**src/rtl/sfp_link_pkg.sv**
```systemverilog
// Shared constants, FSM state types and the CRC16-CCITT word step for the SFP frame link.
package sfp_link_pkg;

    localparam logic [31:0] SFP_HDR         = 32'h5AA5_000C;
    localparam logic [15:0] SFP_TRL_SYNC    = 16'hA55A;
    localparam int          SFP_FRAME_WORDS = 12;

    typedef enum logic [1:0] {
        TX_IDLE = 2'd0,
        TX_HDR  = 2'd1,
        TX_DATA = 2'd2,
        TX_TRL  = 2'd3
    } tx_state_e;

    typedef enum logic [1:0] {
        RX_HUNT = 2'd0,
        RX_DATA = 2'd1,
        RX_TRL  = 2'd2
    } rx_state_e;

    // Poly 0x1021, no reflection, word consumed MSB first.
    function automatic logic [15:0] crc16_step32(input logic [15:0] crc, input logic [31:0] word);
        logic [15:0] c;
        c = crc;
        for (int i = 31; i >= 0; i--) begin
            if (c[15] ^ word[i]) c = {c[14:0], 1'b0} ^ 16'h1021;
            else                 c = {c[14:0], 1'b0};
        end
        return c;
    endfunction

endpackage

```
**src/rtl/sfp_crc16_acc.sv**
```systemverilog
// Clear/enable CRC16-CCITT accumulator (init 0xFFFF), one 32-bit word per enabled cycle.
// Only built when SFP_CRC_EN is defined.
`ifdef SFP_CRC_EN
module sfp_crc16_acc (
    input  logic        i_clk,
    input  logic        i_rst,
    input  logic        i_clr,
    input  logic        i_en,
    input  logic [31:0] i_word,
    output logic [15:0] o_crc
);
    import sfp_link_pkg::*;

    logic [15:0] r_crc;

    always_ff @(posedge i_clk or negedge i_rst) begin
        if (!i_rst)     r_crc <= 16'hFFFF;
        else if (i_clr) r_crc <= 16'hFFFF;
        else if (i_en)  r_crc <= crc16_step32(r_crc, i_word);
    end

    assign o_crc = r_crc;

endmodule
`endif

```
**src/rtl/sfp_frame_link.sv**
```systemverilog
// Frame link: serializes a 384-bit frame as header/12 words/trailer on TX, reassembles and checks on RX.
// SFP_CRC_EN defined: trailer carries and RX verifies a CRC16 over the data words.
module sfp_frame_link (
    input  logic         i_clk,
    input  logic         i_rst,
    input  logic         i_link_up,
    input  logic [383:0] i_tx_data,
    input  logic         i_tx_start_flag,
    output logic         o_tx_end_flag,
    output logic [31:0]  o_tx_word,
    output logic         o_tx_valid,
    input  logic         i_tx_ready,
    input  logic [31:0]  i_rx_word,
    input  logic         i_rx_valid,
    output logic [383:0] o_rx_data,
    output logic         o_rx_end_flag,
    output logic [7:0]   o_rx_err_cnt,
    output logic         o_tx_busy
);
    import sfp_link_pkg::*;

    localparam logic [3:0] LAST_WORD = 4'(SFP_FRAME_WORDS - 1);

    tx_state_e    r_tx_state;
    logic [383:0] r_tx_shift;
    logic [3:0]   r_tx_cnt;
    logic         r_tx_end;
    logic [15:0]  w_tx_crc;

    rx_state_e    r_rx_state;
    logic [383:0] r_rx_stage;
    logic [3:0]   r_rx_cnt;
    logic [383:0] r_rx_data;
    logic [7:0]   r_rx_err;
    logic         r_rx_end;
    logic         w_rx_trl_ok;

`ifdef SFP_CRC_EN
    logic [15:0] w_rx_crc;

    sfp_crc16_acc u_tx_crc (
        .i_clk  (i_clk),
        .i_rst  (i_rst),
        .i_clr  (r_tx_state == TX_IDLE),
        .i_en   ((r_tx_state == TX_DATA) && i_tx_ready),
        .i_word (r_tx_shift[383:352]),
        .o_crc  (w_tx_crc)
    );

    sfp_crc16_acc u_rx_crc (
        .i_clk  (i_clk),
        .i_rst  (i_rst),
        .i_clr  (r_rx_state == RX_HUNT),
        .i_en   ((r_rx_state == RX_DATA) && i_rx_valid),
        .i_word (i_rx_word),
        .o_crc  (w_rx_crc)
    );

    assign w_rx_trl_ok = (i_rx_word[31:16] == SFP_TRL_SYNC) && (i_rx_word[15:0] == w_rx_crc);
`else
    assign w_tx_crc    = 16'h0000;
    assign w_rx_trl_ok = (i_rx_word[31:16] == SFP_TRL_SYNC);
`endif

    // TX: the state alone selects the outgoing word, so it holds while ready is low.
    always_ff @(posedge i_clk or negedge i_rst) begin
        if (!i_rst) begin
            r_tx_state <= TX_IDLE;
            r_tx_shift <= '0;
            r_tx_cnt   <= '0;
            r_tx_end   <= 1'b0;
        end else begin
            r_tx_end <= 1'b0;
            if (!i_link_up) begin
                r_tx_state <= TX_IDLE;
                r_tx_cnt   <= '0;
            end else begin
                case (r_tx_state)
                    TX_IDLE: if (i_tx_start_flag) begin
                        r_tx_shift <= i_tx_data;
                        r_tx_cnt   <= '0;
                        r_tx_state <= TX_HDR;
                    end
                    TX_HDR: if (i_tx_ready) r_tx_state <= TX_DATA;
                    TX_DATA: if (i_tx_ready) begin
                        r_tx_shift <= {r_tx_shift[351:0], 32'h0};
                        r_tx_cnt   <= r_tx_cnt + 4'd1;
                        if (r_tx_cnt == LAST_WORD) r_tx_state <= TX_TRL;
                    end
                    TX_TRL: if (i_tx_ready) begin
                        r_tx_state <= TX_IDLE;
                        r_tx_end   <= 1'b1;
                    end
                    default: r_tx_state <= TX_IDLE;
                endcase
            end
        end
    end

    always_comb begin
        o_tx_word = 32'h0;
        case (r_tx_state)
            TX_HDR:  o_tx_word = SFP_HDR;
            TX_DATA: o_tx_word = r_tx_shift[383:352];
            TX_TRL:  o_tx_word = {SFP_TRL_SYNC, w_tx_crc};
            default: o_tx_word = 32'h0;
        endcase
    end

    assign o_tx_valid    = (r_tx_state != TX_IDLE);
    assign o_tx_busy     = (r_tx_state != TX_IDLE);
    assign o_tx_end_flag = r_tx_end;

    // RX: a header inside a frame is plain data; only HUNT looks for it.
    always_ff @(posedge i_clk or negedge i_rst) begin
        if (!i_rst) begin
            r_rx_state <= RX_HUNT;
            r_rx_stage <= '0;
            r_rx_cnt   <= '0;
            r_rx_data  <= '0;
            r_rx_err   <= '0;
            r_rx_end   <= 1'b0;
        end else begin
            r_rx_end <= 1'b0;
            if (!i_link_up) begin
                r_rx_state <= RX_HUNT;
                r_rx_stage <= '0;
                r_rx_cnt   <= '0;
            end else if (i_rx_valid) begin
                case (r_rx_state)
                    RX_HUNT: if (i_rx_word == SFP_HDR) begin
                        r_rx_state <= RX_DATA;
                        r_rx_cnt   <= '0;
                    end
                    RX_DATA: begin
                        r_rx_stage <= {r_rx_stage[351:0], i_rx_word};
                        r_rx_cnt   <= r_rx_cnt + 4'd1;
                        if (r_rx_cnt == LAST_WORD) r_rx_state <= RX_TRL;
                    end
                    RX_TRL: begin
                        if (w_rx_trl_ok) begin
                            r_rx_data <= r_rx_stage;
                            r_rx_end  <= 1'b1;
                        end else if (r_rx_err != 8'hFF) begin
                            r_rx_err <= r_rx_err + 8'd1;
                        end
                        r_rx_state <= RX_HUNT;
                    end
                    default: r_rx_state <= RX_HUNT;
                endcase
            end
        end
    end

    assign o_rx_data     = r_rx_data;
    assign o_rx_end_flag = r_rx_end;
    assign o_rx_err_cnt  = r_rx_err;

endmodule
```
**config.mk**
```make
export PLATFORM = sky130hd
export DESIGN_NAME = sfp_frame_link
export DESIGN_NICKNAME = d
export VERILOG_FILES = /design/src/rtl/sfp_link_pkg.sv /design/src/rtl/sfp_crc16_acc.sv /design/src/rtl/sfp_frame_link.sv
export SDC_FILE = /design/constraint.sdc
export NUM_CORES = 2
export LEC_CHECK = 0
export BUFFER_PORTS_ARGS = -buffer_cell sky130_fd_sc_hd__buf_2
export CAP_MARGIN = 20
export CORE_UTILIZATION = 40
export DETAILED_ROUTE_END_ITERATION = 7
export PLACE_DENSITY = 0.62
export RECOVER_POWER = 100
export REMOVE_ABC_BUFFERS = 1
export SYNTH_ARGS = -nofsm -noshare
export SYNTH_HDL_FRONTEND = slang
export SYNTH_HIERARCHICAL = 1
export SYNTH_SLANG_ARGS = --single-unit
```
**constraint.sdc**
```tcl
create_clock -name i_clk -period 3.1 [get_ports i_clk]
set_input_delay 0.62 -clock i_clk [delete_from_list [all_inputs] [get_ports i_clk]]
set_output_delay 0.62 -clock i_clk [all_outputs]
set_load 0.02 [all_outputs]
```
Word-level counts from Yosys, hierarchy flattened
Cells that the tools add are included.
{"block": "totals", "register_bits": 1174, "in_bits": 422, "out_inout_bits": 428, "wordCells": 83}
{"block": "op_classes", "n_addsub": 3, "eq_ne": 23, "n_mux": 34, "bitwise": 1, "reduce_logical": 12}
{"cell": "$mux W384", "n": 5}
{"cell": "$pmux W384 S2", "n": 1}
{"cell": "$pmux W32 S3", "n": 1}
{"cell": "$eq A32 B31 Y1 const B", "n": 1}
{"cell": "$mux W4", "n": 6}
{"cell": "$ne A3 B3 Y1 const B", "n": 7}
{"cell": "$mux W2", "n": 10}
{"cell": "$eq A16 B16 Y1 const B", "n": 1}
{"cell": "$pmux W4 S2", "n": 2}
{"cell": "$reduce_and A5 Y1", "n": 2}
{"cell": "$reduce_and A3 Y1", "n": 3}
{"cell": "$add A4 B1 Y4 const B", "n": 2}
{"cell": "$add A8 B1 Y8 const B", "n": 1}
{"cell": "$eq A4 B4 Y1 const B", "n": 2}
{"cell": "$ne A8 B8 Y1 const B", "n": 1}
{"cell": "$pmux W2 S4", "n": 1}
{"cell": "$reduce_and A4 Y1", "n": 2}
{"cell": "$mux W1", "n": 7}
{"cell": "$eq A2 B2 Y1 const B", "n": 3}
{"cell": "$ne A3 B1 Y1 const B", "n": 2}
{"cell": "$eq A2 B1 Y1 const B", "n": 2}
{"cell": "$logic_not A2 Y1", "n": 2}
{"cell": "$ne A2 B1 Y1 const B", "n": 2}
{"cell": "$ne A2 B2 Y1 const B", "n": 2}
{"cell": "4 further kinds", "n": 5}

Longest topological paths before layout
{"block": "depth", "depth_word": 5, "mapped_depth": 11, "mapped_depth_nobuf": 6}

Worst setup path after synthesis
OpenSTA, ideal clock, no wires.
{"block": "synth_timing", "path_type": "register -> output", "from": "register r_tx_state[0]", "to": "output o_tx_word[17]", "arrival_time_ns": 1.902, "t_required_ns": 2.480, "setup_slack_ns": 0.578, "stages_incl_launch_ff": 8, "n_path_buf": 3, "cell_sequence": "dfrtp_1 inv_1 ha_1 clkbuf_1 clkbuf_1 clkbuf_1 a21oi_1 nor2_1"}
{"block": "synth_between", "elab_chain_cells": 2, "elab_cells_between_ends": 4, "classes_between": "3 x eq/ne; 1 x mux"}
{"element": "start: declaration", "line": "sfp_frame_link.sv:24", "source": "tx_state_e r_tx_state;"}
{"element": "start signal: assignment", "line": "sfp_frame_link.sv:68", "source": "r_tx_state <= TX_IDLE;"}
{"element": "start signal: assignment", "line": "sfp_frame_link.sv:75", "source": "r_tx_state <= TX_IDLE;"}
{"element": "start signal: assignment", "line": "sfp_frame_link.sv:82", "source": "r_tx_state <= TX_HDR;"}
{"element": "$eq A2 B2 Y1 or $eq A2 B1 Y1 (tied branches)", "line": "sfp_frame_link.sv:102", "source": "case (r_tx_state)"}
{"element": "$pmux W32 S3 (*)", "line": "sfp_frame_link.sv:102"}
{"element": "end: declaration", "line": "sfp_frame_link.sv:10", "source": "output logic [31:0] o_tx_word,"}
Mark *: on every way between the ends. The rest lies on a longest branch, timed or not.

Final worst setup path
{"block": "layout_timing", "from": "register r_tx_state[0]", "to": "output o_tx_word[2]"}
Same word-level chain as after synthesis.

==> results.json <==
{
  "grt_max_degree": 165,
  "grt_pass1_vias": 30980,
  "fill_cells": 10550,
  "synth_cell_types": 48,
  "crit_chain": "inv_1 -> nor2_1 -> a21o_1 -> buf_2",
  "synthCells": 3510,
  "rsz0062_at_grt": "no",
  "die_y_um": 343.4,
  "setup_viol": 0,
  "firstDrtPassIters": 5,
  "drive_gt1_frac": 0.1739,
  "final_util": 0.4866,
  "synthTopCellsByCount": "dfrtp_1 (1174), nand2_1 (426), o21ai_0 (392)",
  "status": "finished with violations",
  "period_needed_ps": 2964,
  "hold_viol": 0,
  "use_met1": 0.2796,
  "place.gp.congestion": 0.8756,
  "cts_buffers": 121,
  "synth-simple-area-share": 0.04503,
  "drv_cap": 1,
  "netlist_area_mm2": 0.04663,
  "drt_iter0_markers": 1710,
  "die_w_um": 343.4,
  "final_antenna_net_count": 0,
  "final_area_mm2": 0.05594,
  "vias_per_cell": 5.167,
  "critPathArrivalTime_ps": 2340,
  "p_leak_nw": 27.29,
  "cts_tree": "yes",
  "dp_hpwl_um": 96910,
  "fin_crit_sh": 0.9561,
  "totalWireLength_um": 132900,
  "post_dp_cell_area_mm2": 0.05279,
  "max_stage_delay_ps": 660,
  "timing.slew.headroom": -0.1520,
  "synthAdderAreaFrac": 0.001878,
  "ios": 850,
  "ir_worst_vdd_v": 0.0006015,
  "use_met2": 0.3571,
  "cp.required_ps": 2480,
  "violations": "max-capacitance violations, max-slew violations",
  "core_area_mm2": 0.1150,
  "use_met3": 0.06642,
  "io_buffers": 849,
  "synth_top_area_cell": "dfrtp_1",
  "cpMaxStageDelayCell": "nor2_1",
  "synth_top_family_by_area": "multiplexers",
  "initial_core_util": 0.4056,
  "tightest_slew_ps": 1728,
  "avgSynthCellArea_um2": 13.28,
  "clock_path_buffers": 3,
  "top_usage_layer": "met2",
  "place_ws_ps": 179.6,
  "root_buffer": "clkbuf_16",
  "synth_compound_area_frac": 0.1189,
  "cts.sinks": 1174,
  "drc": 0,
  "grt-ovfl-total": 0,
  "muxShareOfSynthArea": 0.1740,
  "yosysMostFrequentCell": "dfrtp_1",
  "endpoint_kind": "primary output",
  "grt_pass1_wl_um": 198800,
  "crit_type": "flip-flop to primary output",
  "cp_max_fo": 10,
  "fin_nets": 4749,
  "synth_seq_cells": 1174,
  "avgRoutedWirePerCell_um": 22.28,
  "final.setup.tns_ps": 0,
  "clk_pin_slew_ps": 60,
  "htreeDepth": 3,
  "clkLatencyLatePin_ps": 730,
  "yosysSeqAreaShare": 0.6301,
  "synth_top_cell_area_share": 0.6301,
  "track_usage": 0.2225,
  "drv_slew": 79,
  "startpoint_type": "flip-flop",
  "hold_class": "input pin to flip-flop",
  "synth_flop_cell": "dfrtp_1",
  "synthArstFlopShare": 1.000,
  "antenna_found_initial": 71,
  "synth_edf_count": 0,
  "rows": 124,
  "synth_xor_xnor_area_share": 0.001503,
  "synth_area_leaders": "dfrtp_1 (63%), mux2i_1 (7.6%), mux2_1 (7.2%), a22o_1 (7.2%), o21ai_0 (4.2%)",
  "fmax_mhz": 337.4,
  "dieArea_mm2": 0.1179,
  "p_per_area_mw_per_mm2": 743.3,
  "via_count": 30820,
  "skew_ps": 38.97,
  "syn2layout_area_growth_pct": 19.98,
  "fin_ws_ps": 136.1,
  "yosys_warnings": 6
}
-- final timing paths --
kind | start | end | slack [ps] | cells after the start
setup / recovery | r_tx_state[0] | o_tx_word[2] | 140 | 4
hold / removal | i_rx_word[4] | r_rx_stage[4] | 120 | 2
setup reg to reg | r_tx_state[1] | r_tx_shift[7] | 230 | 7
hold reg to reg | r_rx_stage[368] | o_rx_data[368] | 470 | 1
max in group asynchronous | i_rst | r_tx_shift[164] | 320 | 4
min in group asynchronous | i_rst | r_tx_shift[17] | 810 | 2
-- layer usage --
layer,wire length (um),share of wire
met5,190,0.0014
met4,5957,0.045
met3,9074,0.068
met2,62660,0.47
met1,55010,0.41
-- worst max-delay path, delay by kind of cell, from the launching register on --
family | cells | cell delay, ps
buf+inv | 2 | 340
compound gates | 1 | 230
simple gates | 1 | 660
flops | 1 | 400
-- timing repair --
item / CTS / global route
hold endpoints to repair: 59 / 0
gates resized for setup: 1 / 0
setup buffers: 2 / 0
hold buffers: 1 / 0
endpoints found under the setup margin: 11 / 0
-- final cells by class --
type / count / area [um2] / share of cell area
multi-input cells: 2067 / 15740 / 0.2814
well taps: 1512 / 1892 / 0.03382
flip-flops and latches: 1174 / 29380 / 0.5251
diodes: 30 / 75.07 / 0.001342
repair buffers: 949 / 4708 / 0.08416
clock inverters: 39 / 528.0 / 0.009438
inverters: 7 / 26.28 / 0.0004697
clock buffers: 186 / 3593 / 0.06423
-- state kept, by name, indices dropped and copies added, names as in the netlist --
name           cells
r_tx_state         2
r_rx_state         2
o_rx_err_cnt       8
o_tx_end_flag      1
r_rx_cnt           4
r_tx_shift       384
o_rx_end_flag      1
r_tx_cnt           4
o_rx_data        384
r_rx_stage       384
-- cell usage in the layout, fill, tap and decap left out, types with 4 or more instances in the layout --
cell type and count:
and2_0 9, nand2_1 426, diode_2 30, clkbuf_1 444, mux2_1 352, buf_12 21, mux2_2 25, a21oi_1 9
buf_2 430, nor2_1 14, clkbuf_2 46, inv_1 5, nand3_1 6, mux2i_1 355, xor2_1 8, clkbuf_8 30
nor4_1 8, o21ai_0 393, clkbuf_4 7, clkinv_2 22, a21o_1 10, nor3_1 4, bufinv_16 8, a22o_1 385
clkbuf_16 122, mux2_4 8, clkinv_16 4, nand2b_1 7, buf_6 7, and2_1 6, dfrtp_1 1174, ha_1 6
buf_4 24, nand4_1 5
-- metrics by stage --
step	cells	total power, mW	hold slack, ps
6_report	5964	41.58	120.7
5_1_grt	5954	43.89	75.68
4_1_cts	5934	42.24	59.60
3_5_place_dp	5706	27.24	463.4
3_3_place_gp	5706	26.94	454.7
2_1_floorplan	3248	21.24	324.4
-- cell families (layout without fill, tap and decap cells) --
family | Yosys count | in the layout
fa+ha+maj | 7 | 7
mux | 740 | 740
buf+inv | 269 | 1181
flops | 1174 | 1174
simple gates | 504 | 504
other cells | 0 | 30
xor+xnor | 8 | 8
compound gates | 808 | 808
-- report_power, final --
| group | leakage [nW] | internal (mW) | switching (mW) | total (mW) |
|---|---|---|---|---|
| logic | 9.44 | 3.02 | 4.65 | 7.66 |
| registers | 15.8 | 17.8 | 1.29 | 19.1 |
| clock network | 2.03 | 8.67 | 6.20 | 14.9 |
Power figures use the tool's default switching activity.
